File: config.mk
export PLATFORM = sky130hd
export DESIGN_NAME = morra_driver_flat
export DESIGN_NICKNAME = d
export VERILOG_FILES = /design/src/rtl/morra_driver_if.sv /design/src/rtl/morra_driver.sv /design/src/flat_wrapper.sv
export SDC_FILE = /design/constraint.sdc
export NUM_CORES = 1
export LEC_CHECK = 0
export ABC_AREA = 1
export CAP_MARGIN = 25
export CELL_PAD_IN_SITES_DETAIL_PLACEMENT = 1
export CELL_PAD_IN_SITES_GLOBAL_PLACEMENT = 1
export CORE_ASPECT_RATIO = 1.4
export CORE_MARGIN = 2
export CORE_UTILIZATION = 34
export CTS_BUF_LIST = sky130_fd_sc_hd__clkbuf_2 sky130_fd_sc_hd__clkbuf_4 sky130_fd_sc_hd__clkbuf_8
export DETAILED_ROUTE_END_ITERATION = 10
export GPL_TIMING_DRIVEN = 0
export PLACE_DENSITY_LB_ADDON = 0.15
export SLEW_MARGIN = 40
export SYNTH_ARGS = -nofsm -noshare
export SYNTH_HDL_FRONTEND = slang
export SYNTH_SLANG_ARGS = --single-unit
File: constraint.sdc
create_clock -name clk -period 1.8 [get_ports clk]
set_clock_uncertainty 0.15 [all_clocks]
set_input_delay 0.36 -clock clk [delete_from_list [all_inputs] [get_ports clk]]
set_output_delay 0.36 -clock clk [all_outputs]
set_load 0.01 [all_outputs]
File: src/rtl/morra_driver_if.sv
// Handshake bundle between the player/config sources and morra_driver.
// The driver uses the slave modport; the player side uses master.
interface morra_driver_if;
    logic       cfg_valid;
    logic [3:0] cfg_max;
    logic       cfg_ready;
    logic       p1_valid;
    logic [1:0] p1_move;
    logic       p1_ready;
    logic       p2_valid;
    logic [1:0] p2_move;
    logic       p2_ready;

    modport master (
        output cfg_valid, cfg_max, p1_valid, p1_move, p2_valid, p2_move,
        input  cfg_ready, p1_ready, p2_ready
    );

    modport slave (
        input  cfg_valid, cfg_max, p1_valid, p1_move, p2_valid, p2_move,
        output cfg_ready, p1_ready, p2_ready
    );
endinterface

File: src/rtl/morra_driver.sv
// Player-side front end for the MorraCinese game: pairs two handshaked move
// streams into one-cycle rounds. Define MORRA_DRV_STATS_EN for round counters.
module morra_driver (
    input  logic          clk,
    input  logic          reset,
    morra_driver_if.slave bus,
    output logic [1:0]    primo,
    output logic [1:0]    secondo,
    output logic          inizia,
    input  logic [1:0]    manche,
    input  logic [1:0]    partita,
    output logic          round_done,
    output logic [1:0]    last_manche,
    output logic          game_over,
    output logic [1:0]    winner
`ifdef MORRA_DRV_STATS_EN
    ,
    output logic [4:0]    wins1,
    output logic [4:0]    wins2,
    output logic [4:0]    ties,
    output logic [4:0]    invalid
`endif
);

    typedef enum logic [2:0] {
        st_idle, st_start, st_collect, st_issue, st_result, st_done
    } state_t;

    state_t     state, state_n;
    logic       have1, have2, have1_n, have2_n;
    logic [1:0] buf1, buf2, buf1_n, buf2_n;
    logic [3:0] max_q, max_n;

`ifdef MORRA_DRV_STATS_EN
    function automatic logic [4:0] sat_inc(input logic [4:0] v);
        return (v == 5'd31) ? v : v + 5'd1;
    endfunction
`endif

    always_comb begin
        // NOTE: every signal written here gets a default first, so no path can infer a latch.
        state_n = state;
        have1_n = have1;
        have2_n = have2;
        buf1_n  = buf1;
        buf2_n  = buf2;
        max_n   = max_q;
        case (state)
            st_idle, st_done: begin
                if (bus.cfg_valid && bus.cfg_ready) begin
                    max_n   = bus.cfg_max;
                    state_n = st_start;
                end
            end
            st_start: state_n = st_collect;
            st_collect: begin
                // The players are independent: either, both or neither may land this cycle.
                if (bus.p1_valid && bus.p1_ready) begin
                    buf1_n  = bus.p1_move;
                    have1_n = 1'b1;
                end
                if (bus.p2_valid && bus.p2_ready) begin
                    buf2_n  = bus.p2_move;
                    have2_n = 1'b1;
                end
                if (have1_n && have2_n) state_n = st_issue;
            end
            st_issue: begin
                have1_n = 1'b0;
                have2_n = 1'b0;
                state_n = st_result;
            end
            st_result: state_n = (partita != 2'b00) ? st_done : st_collect;
            default:   state_n = st_idle;
        endcase
    end

    always_ff @(posedge clk) begin
        if (reset) begin
            // NOTE: the move buffers are reset along with their valid flags so a reset game never replays stale moves.
            state         <= st_idle;
            have1         <= 1'b0;
            have2         <= 1'b0;
            buf1          <= 2'b00;
            buf2          <= 2'b00;
            max_q         <= 4'd0;
            bus.cfg_ready <= 1'b1;
            bus.p1_ready  <= 1'b0;
            bus.p2_ready  <= 1'b0;
            primo         <= 2'b00;
            secondo       <= 2'b00;
            inizia        <= 1'b0;
            round_done    <= 1'b0;
            last_manche   <= 2'b00;
            game_over     <= 1'b0;
            winner        <= 2'b00;
`ifdef MORRA_DRV_STATS_EN
            wins1         <= 5'd0;
            wins2         <= 5'd0;
            ties          <= 5'd0;
            invalid       <= 5'd0;
`endif
        end else begin
            // NOTE: non-blocking throughout, so every register samples pre-edge values.
            state <= state_n;
            have1 <= have1_n;
            have2 <= have2_n;
            buf1  <= buf1_n;
            buf2  <= buf2_n;
            max_q <= max_n;

            // Outputs are decoded from the next state so they are registers aligned with it.
            bus.cfg_ready <= (state_n == st_idle) || (state_n == st_done);
            bus.p1_ready  <= (state_n == st_collect) && !have1_n;
            bus.p2_ready  <= (state_n == st_collect) && !have2_n;
            inizia        <= (state_n == st_start);
            round_done    <= (state_n == st_result);
            game_over     <= (state_n == st_done);
            primo   <= (state_n == st_start) ? max_n[3:2] :
                       (state_n == st_issue) ? buf1_n     : 2'b00;
            secondo <= (state_n == st_start) ? max_n[1:0] :
                       (state_n == st_issue) ? buf2_n     : 2'b00;

            if (state_n == st_start) begin
                last_manche <= 2'b00;
                winner      <= 2'b00;
            end else if (state == st_result) begin
                last_manche <= manche;
                if (partita != 2'b00) winner <= partita;
            end

`ifdef MORRA_DRV_STATS_EN
            if (state_n == st_start) begin
                wins1   <= 5'd0;
                wins2   <= 5'd0;
                ties    <= 5'd0;
                invalid <= 5'd0;
            end else if (state == st_result) begin
                case (manche)
                    2'b01:   wins1   <= sat_inc(wins1);
                    2'b10:   wins2   <= sat_inc(wins2);
                    2'b11:   ties    <= sat_inc(ties);
                    default: invalid <= sat_inc(invalid);
                endcase
            end
`endif
        end
    end

endmodule

File: src/flat_wrapper.sv
// flat-port wrapper written by rule: the top's interface ports become plain ports
module morra_driver_flat 
  (clk, reset, primo, secondo, inizia, manche, partita, round_done, last_manche, game_over, winner, bus_cfg_valid, bus_cfg_max, bus_p1_valid, bus_p1_move, bus_p2_valid, bus_p2_move, bus_cfg_ready, bus_p1_ready, bus_p2_ready);
  morra_driver_if bus_i ();
  input  logic clk;
  input  logic reset;
  output logic [1:0] primo;
  output logic [1:0] secondo;
  output logic inizia;
  input  logic [1:0] manche;
  input  logic [1:0] partita;
  output logic round_done;
  output logic [1:0] last_manche;
  output logic game_over;
  output logic [1:0] winner;
  input wire logic [$bits(bus_i.cfg_valid)-1:0] bus_cfg_valid;
  input wire logic [$bits(bus_i.cfg_max)-1:0] bus_cfg_max;
  input wire logic [$bits(bus_i.p1_valid)-1:0] bus_p1_valid;
  input wire logic [$bits(bus_i.p1_move)-1:0] bus_p1_move;
  input wire logic [$bits(bus_i.p2_valid)-1:0] bus_p2_valid;
  input wire logic [$bits(bus_i.p2_move)-1:0] bus_p2_move;
  output wire logic [$bits(bus_i.cfg_ready)-1:0] bus_cfg_ready;
  output wire logic [$bits(bus_i.p1_ready)-1:0] bus_p1_ready;
  output wire logic [$bits(bus_i.p2_ready)-1:0] bus_p2_ready;
  assign bus_i.cfg_valid = bus_cfg_valid;
  assign bus_i.cfg_max = bus_cfg_max;
  assign bus_i.p1_valid = bus_p1_valid;
  assign bus_i.p1_move = bus_p1_move;
  assign bus_i.p2_valid = bus_p2_valid;
  assign bus_i.p2_move = bus_p2_move;
  assign bus_cfg_ready = bus_i.cfg_ready;
  assign bus_p1_ready = bus_i.p1_ready;
  assign bus_p2_ready = bus_i.p2_ready;
  morra_driver u_core (.clk(clk), .reset(reset), .bus(bus_i), .primo(primo), .secondo(secondo), .inizia(inizia), .manche(manche), .partita(partita), .round_done(round_done), .last_manche(last_manche), .game_over(game_over), .winner(winner));
endmodule
==> key figures, run 1 <==
Power and ir drop
  – Cell leakage power: 0.7102 nW
  – Ratio of total power to cell area: 1027 nW/um^2
  – Largest vdd supply drop: 0.4421 mV

Setup path
  – Cells traversed along the worst timing path: clkdlybuf4s50_1
  – Max incr delay on CP: 0.54 ns
  – Required time of the critical path: 1.29 ns
  – Data arrival at the endpoint of the critical path: 1.19 ns
  – Endpoint class of the critical path: primary output
  – Crit Path Max Fanout: 3
  – Type of origin of the critical path: register
  – Cell family with the largest share of critical-path delay: buffers and inverters
  – Critical-path cell with the highest stage delay: sky130_fd_sc_hd__clkdlybuf4s50_1
  – Total buffers and inverters traversed by the critical path: 1
  – Crit path kind: reg2out

Clocking
  – Number of sinks driven by the clock tree: 27
  – Inserted Clock Buffers: 3
  – CTS tree: yes
  – Clock transition at the registers of the reported paths: 0.09 ns
  – Buffer cell driving the clock tree root: sky130_fd_sc_hd__clkbuf_8
  – Number of buffers added to fix hold violations after cts: 0
  – Clock H-tree levels: 1
  – Buffer count from post-CTS setup fixing: 0
  – Clock latency of the later-clocked register in the worst-skew pair: 0.27 ns
  – Buffer levels on the longest clock path: 2
  – Count of cells resized by post-cts repair: 0

GRT
  – Maximum number of pins on one net before global-route repair: 16
  – Global-route wire length before repair: 4602 um
  – Number of antenna violations at the first check in global routing: 0
  – Final global-route overflow total: 0
  – Overall global routing resource usage: 0.1633
  – Via count of the first global-routing pass: 1112

Timing
  – Number of hold violations in the final report: 0
  – Time the final worst path needs with I/O delays and setup: 1.698 ns
  – RSZ-0062 raised after global routing: no
  – Number of pins exceeding their max-slew limit in the final report: 0
  – Worst Tran Pin Value: 0.3635 ns
  – Top achievable clock speed: 588.8 MHz
  – Worst hold slack across all endpoints: 0.2208 ns
  – Max-slew headroom at the worst pin: 0.7576
  – Total of endpoints with negative setup slack in the final report: 0
  – Share of the cycle needed by the critical path after routing: 0.9436

Layout
  – Count of antenna diodes in the layout: 0
  – Net count of the finished layout: 204
  – Summed area of non-filler cells in the final layout: 1479 sq um
  – Synthesis-to-layout area growth: 35.24%
  – Layout Cells excl Fill: 225
  – Share of cells above drive strength 1: 0.07527

Placement
  – Placed instance area: 1433 sq um
  – HPWL Detailed: 2135 um
  – GPL Wtd Cong: 0.8160
  – Total placed cells including tap cells: 221
  – Input/output buffers: 29

Floorplan
  – IO Pins: 31
  – Die boundary height: 71.10 um
  – Starting utilization of the core area: 0.3536
  – Chip Width: 51.93 um
  – Die area: 3692 sq um
  – Area of the core: 3093 sq um
  – Core Rows: 24

Synth
  – Dominant register cell in the synthesized netlist: sky130_fd_sc_hd__dfxtp_1
  – Yosys warns: 0
  – Fraction of the mapped netlist area in compound gates: 0.08581
  – Share of synthesized area spent on multiplexers: 0
  – Top cells by instance count after synthesis: sky130_fd_sc_hd__nand2_1, sky130_fd_sc_hd__dfxtp_1, sky130_fd_sc_hd__inv_1
  – Cell type contributing the most total cell area after synthesis: sky130_fd_sc_hd__dfxtp_1
  – XOR/XNOR Fraction of Synth Area: 0
  – Synth Cell Area: 1094 sq um
  – Average cell area after synthesis: 7.147 sq um
  – Share of Yosys cell area claimed by the top area cell type: 0.4943
  – Async set or reset register ratio after synthesis: 0
  – Synth Net Count: 170
  – Yosys cell types: 18
  – Part of the Yosys area used for sequential elements: 0.4943
  – Flip-flop and latch count after synthesis: 27
  – Leading post-synthesis cells by cell area: sky130_fd_sc_hd__dfxtp_1, sky130_fd_sc_hd__nand2_1, sky130_fd_sc_hd__inv_1
  – Dominant cell by count in the synthesized netlist: sky130_fd_sc_hd__nand2_1
  – Number of flops mapped to enable cells by yosys: 0
  – Adder-cell share of the synthesized area: 0
  – Number of instances in the synthesized netlist: 153
  – Share of synthesized cell area in and, or, nand and nor gates: 0.3192
  – Main combinational cell family by area after synthesis: simple AND/OR/NAND/NOR gates

Detailed routing
  – Count of antenna-violating nets left after detailed routing: 0
  – Post-Route WL: 2619 um
  – Via density per instance: 4.667
  – First-iteration detailed-routing DRC count: 7
  – Via count: 1050
  – TritonRoute pass-1 iters: 2
  – Total DRC errors in the routed layout: 0
  – Average routed wire per standard cell: 11.64 um

Job
  – Number of violations of the max-capacitance limit: 0

Status
  – Status: complete, no violations

Hold path
  – Hold crit path type: in2reg
area by class of cell:
type / instances / area (sq um)
flip-flops and latches: 27 / 540.5
inverters: 24 / 90.09
repair buffers: 29 / 290.3
well taps: 39 / 48.80
clock buffers: 3 / 41.29
fillers: 410 / 1614
multi-input cells: 99 / 442.9
clock inverters: 1 / 5.005
plain buffers: 3 / 20.02
layout by cell type, fill, tap and decap left out, drive strengths merged:
| master | synthesis | routed |
|---|---|---|
| nor2 | 21 | 21 |
| dfxtp | 27 | 27 |
| clkinv | 0 | 1 |
| a21oi | 10 | 10 |
| o21ai | 6 | 6 |
| buf | 2 | 2 |
| nand4 | 6 | 6 |
| clkbuf | 1 | 4 |
| clkdlybuf4s50 | 0 | 29 |
| o211a | 1 | 1 |
| nand3 | 7 | 7 |
| nand2 | 48 | 48 |
| inv | 24 | 24 |
where the power goes:
part | total (W) | leakage [nW] | internal (W) | switching (W)
logic | 0.000453 | 0.465 | 0.000197 | 0.000256
registers | 0.000721 | 0.220 | 0.000674 | 0.0000470
clock network | 0.000345 | 0.0255 | 0.000155 | 0.000190
total | 0.00152 | 0.710 | 0.00103 | 0.000493
path summary, 6_finish.rpt:
check / slack [ns] / endpoint / startpoint / depth (start not counted)
max: 0.10 / bus_cfg_ready / u_core.bus.cfg_ready / 1
min: 0.22 / u_core.have1 / reset / 2
max reg2reg: 0.29 / u_core.bus.p2_ready / u_core.state[0] / 6
min reg2reg: 0.31 / u_core.max_q[3] / u_core.max_q[3] / 2
stage by stage:
step | setup TNS [ns] | total power [W] | setup WS, ns | utilization
floorplan | 0 | 0.001016 | 0.4744 | -
global placement | -0.01006 | 0.001176 | -0.008490 | 0.4632
detailed placement | -0.08651 | 0.001197 | -0.04810 | 0.4632
CTS | 0 | 0.001547 | 0.08427 | 0.4782
global route | 0 | 0.001630 | 0.03573 | 0.4782
finish | 0 | 0.001519 | 0.1016 | 0.4782
state kept, by name, indices dropped and copies added (netlist names):
register	flops
u_core.bus.p1_ready	1
u_core.have2	1
u_core.buf1	2
u_core.secondo	2
u_core.state	3
u_core.primo	2
u_core.last_manche	2
u_core.max_q	4
u_core.game_over	1
u_core.winner	2
u_core.bus.cfg_ready	1
u_core.buf2	2
u_core.inizia	1
u_core.round_done	1
u_core.bus.p2_ready	1
u_core.have1	1
per-layer routing:
metal / vias to the layer above / GRT usage / routed length (um)
li1: 537 / - / -
met2: 21 / 0.3038 / 1445
met1: 488 / 0.1766 / 1061
met3: 4 / 0.02743 / 87
met4: 0 / 0.06140 / 25
met5: - / 0 / 0
kinds of logic after synthesis:
group                  count (synthesis)
AND/OR/NAND/NOR                       82
flip-flops                            27
buffers and inverters                 27
AO/OA/AOI/OAI                         17
Power figures use the tool's default switching activity.
==> run 2, diff against run 1 <==
--- a/config.mk
+++ b/config.mk
@@ -13,6 +13,7 @@
 export CORE_MARGIN = 2
 export CORE_UTILIZATION = 34
 export CTS_BUF_LIST = sky130_fd_sc_hd__clkbuf_2 sky130_fd_sc_hd__clkbuf_4 sky130_fd_sc_hd__clkbuf_8
+export CTS_CLUSTER_DIAMETER = 100
 export DETAILED_ROUTE_END_ITERATION = 10
 export GPL_TIMING_DRIVEN = 0
 export PLACE_DENSITY_LB_ADDON = 0.15
==> results of run 2 <==
Same layout as run 1: the final DEF is identical, and so are final timing and power.
==> run 3, diff against run 2 <==
--- a/config.mk
+++ b/config.mk
@@ -5,13 +5,12 @@
 export SDC_FILE = /design/constraint.sdc
 export NUM_CORES = 1
 export LEC_CHECK = 0
-export ABC_AREA = 1
 export CAP_MARGIN = 25
 export CELL_PAD_IN_SITES_DETAIL_PLACEMENT = 1
 export CELL_PAD_IN_SITES_GLOBAL_PLACEMENT = 1
 export CORE_ASPECT_RATIO = 1.4
 export CORE_MARGIN = 2
-export CORE_UTILIZATION = 34
+export CORE_UTILIZATION = 35
 export CTS_BUF_LIST = sky130_fd_sc_hd__clkbuf_2 sky130_fd_sc_hd__clkbuf_4 sky130_fd_sc_hd__clkbuf_8
 export CTS_CLUSTER_DIAMETER = 100
 export DETAILED_ROUTE_END_ITERATION = 10
==> run 3 against run 2 <==
Effect of this change:
- first-iteration DRC count rose to 3.3 times the previous value
- clock power down 1%
- cell area down 3.2%
- register-to-register slack worse by 0.09 ns
- count of clock-buffer cells in the layout up 1
- sequential power down 25%
- worst setup slack worse by 0.046 ns
- area after synthesis down 5.3%
- sequential share of layout area down 4.4 points
- core utilization up 2.4 points
- global-route usage up 1.7 points
- critical path type unchanged
==> key figures, run 3 <==
Status
  – Status: complete, no violations

Synth
  – Part of the Yosys area used for sequential elements: 0.4444
  – Number of flops mapped to enable cells by yosys: 0
  – Async set or reset register ratio after synthesis: 0
  – Cell type contributing the most total cell area after synthesis: sky130_fd_sc_hd__dfxtp_1
  – Leading post-synthesis cells by cell area: sky130_fd_sc_hd__dfxtp_1, sky130_fd_sc_hd__nand2_1, sky130_fd_sc_hd__and3_1
  – Top cells by instance count after synthesis: sky130_fd_sc_hd__dfxtp_1, sky130_fd_sc_hd__nand2_1, sky130_fd_sc_hd__a21oi_1
  – Yosys warns: 0
  – Synth Cell Area: 1036 sq um
  – Yosys cell types: 34
  – Number of instances in the synthesized netlist: 119
  – Share of Yosys cell area claimed by the top area cell type: 0.4444
  – Dominant cell by count in the synthesized netlist: sky130_fd_sc_hd__dfxtp_1
  – Flip-flop and latch count after synthesis: 23
  – Dominant register cell in the synthesized netlist: sky130_fd_sc_hd__dfxtp_1
  – Synth Net Count: 136
  – Average cell area after synthesis: 8.706 sq um

Timing
  – Sum of negative setup slack: 0 ns
  – Worst hold slack across all endpoints: 0.3240 ns
  – Time the final worst path needs with I/O delays and setup: 1.744 ns
  – Total of endpoints with negative setup slack in the final report: 0
  – Top achievable clock speed: 573.4 MHz
  – Worst Tran Pin Value: 0.4877 ns
  – Number of pins exceeding their max-slew limit in the final report: 0
  – Max-slew headroom at the worst pin: 0.6748
  – RSZ-0062 raised after global routing: no
  – Setup WS post-layout: 0.05588 ns
  – Share of the cycle needed by the critical path after routing: 0.9690
  – Number of hold violations in the final report: 0

Clocking
  – Buffer levels on the longest clock path: 2
  – Clock H-tree levels: 1
  – Number of buffers added to fix hold violations after cts: 0
  – Count of cells resized by post-cts repair: 0
  – Buffer cell driving the clock tree root: sky130_fd_sc_hd__clkbuf_8
  – Clock latency of the later-clocked register in the worst-skew pair: 0.26 ns
  – CTS tree: yes
  – Buffer count from post-CTS setup fixing: 0
  – Number of sinks driven by the clock tree: 23
  – Clock transition at the registers of the reported paths: 0.08 ns
  – Inserted Clock Buffers: 3

Setup path
  – Launch point of the worst reg-to-reg path: u_core.state[0]
  – Cells traversed along the worst timing path: clkdlybuf4s50_1
  – Crit path kind: reg2out
  – Critical-path cell with the highest stage delay: sky130_fd_sc_hd__clkdlybuf4s50_1
  – Cell family with the largest share of critical-path delay: buffers and inverters
  – Data arrival at the endpoint of the critical path: 1.23 ns
  – Crit. Startpoint: u_core.bus.p2_ready
  – Type of origin of the critical path: register
  – Total buffers and inverters traversed by the critical path: 1
  – Crit Path Max Fanout: 5
  – Required time of the critical path: 1.29 ns
  – Endpoint class of the critical path: primary output
  – Max incr delay on CP: 0.56 ns

Detailed routing
  – Average routed wire per standard cell: 14.46 um
  – Via density per instance: 5.247
  – Via count: 997
  – TritonRoute pass-1 iters: 4
  – Post-Route WL: 2748 um
  – Count of antenna-violating nets left after detailed routing: 0
  – Total DRC errors in the routed layout: 0
  – First-iteration detailed-routing DRC count: 23

Power and ir drop
  – Largest vdd supply drop: 0.4895 mV
  – Sequential Power Share: 0.501
  – Internal power contribution: 0.0007986 W
  – Sw frac: 0.2613
  – Combinational cell fraction of total power: 0.184
  – Clock share of power: 0.315
  – Net switching component of the power: 0.0002825 W
  – Total power of the final layout: 0.001081 W
  – Cell leakage power: 0.5258 nW
  – Ratio of total power to cell area: 755.2 nW/um^2

GRT
  – Number of antenna violations at the first check in global routing: 0
  – Maximum number of pins on one net before global-route repair: 13
  – Via count of the first global-routing pass: 1071
  – Final global-route overflow total: 0
  – Overall global routing resource usage: 0.1803
  – Global-route wire length before repair: 4650 um

Floorplan
  – IO Pins: 31
  – Die area: 3417 sq um
  – Chip Width: 49.98 um
  – Area of the core: 2849 sq um
  – Core Rows: 23
  – Die boundary height: 68.38 um
  – Starting utilization of the core area: 0.3636

Hold path
  – Hold crit path type: reg2reg
  – Startpoint of the most critical hold path: u_core.winner[0]

Placement
  – Input/output buffers: 30
  – Post-Place Worst Slack: -0.04970 ns
  – HPWL Detailed: 2115 um
  – GPL Wtd Cong: 0.8482

Layout
  – Register containing the most flip-flops in the final layout: u_core.state
  – Most frequent cells in the layout: sky130_fd_sc_hd__clkdlybuf4s50_1, sky130_fd_sc_hd__dfxtp_1, sky130_fd_sc_hd__nand2_1
  – Synthesis-to-layout area growth: 38.16%
  – Most common cell after layout, fill and taps aside: sky130_fd_sc_hd__clkdlybuf4s50_1
  – Count of antenna diodes in the layout: 0
  – Share of cells above drive strength 1: 0.1569
  – Share of the core filled with cells: 0.5024
  – Number of flip-flops in the largest register: 3
  – Net count of the finished layout: 171

Job
  – Number of violations of the max-capacitance limit: 0
[run 3: worst paths after layout]
kind                                     endpoint  cells past startpoint  slack [ns]
worst min-delay path             u_core.winner[0]                      2        0.32
worst max-delay path                 bus_p2_ready                      1        0.06
worst max register to register  u_core.secondo[1]                      6        0.20
worst min register to register   u_core.winner[0]                      2        0.32
[run 3: final cells by class]
cell class	instances	area (sq um)
repair buffers	30	300.3
plain buffers	7	47.55
flip-flops and latches	23	460.4
inverters	4	15.01
well taps	37	46.29
fillers	327	1418
multi-input cells	85	513.0
clock buffers	4	48.80
[run 3: through the flow]
stage / std cells / area (sq um)
finish: 190 / 1431
global route: 190 / 1431
CTS: 190 / 1431
detailed placement: 186 / 1383
global placement: 186 / 1383
floorplan: 119 / 1036
[run 3: routing by layer]
metal	GRT usage	share of wire	vias up	routed length, um
li1	-	-	479	-
met1	0.1884	0.39	488	1076
met2	0.3388	0.55	24	1503
met3	0.03930	0.044	6	120
met4	0.08681	0.017	0	48
met5	0	0	-	0
[run 3: cells by family (layout without fill, tap and decap cells)]
logic type | Yosys count | count (layout) | synth area share
simple gates | 51 | 51 | 0.2717
xor+xnor | 1 | 1 | 0.008456
buf+inv | 11 | 45 | 0.06040
compound gates | 31 | 31 | 0.1956
flops | 23 | 23 | 0.4444
mux | 2 | 2 | 0.01932
[run 3: power groups by stage]
stage | Sequential [W] | Clock, W | Combinational, W
floorplan | 0.000558 | 0 | 0.0000977
global placement | 0.000552 | 0 | 0.000196
detailed placement | 0.000553 | 0 | 0.000200
CTS | 0.000542 | 0.000348 | 0.000202
global route | 0.000545 | 0.000372 | 0.000219
finish | 0.000541 | 0.000341 | 0.000199
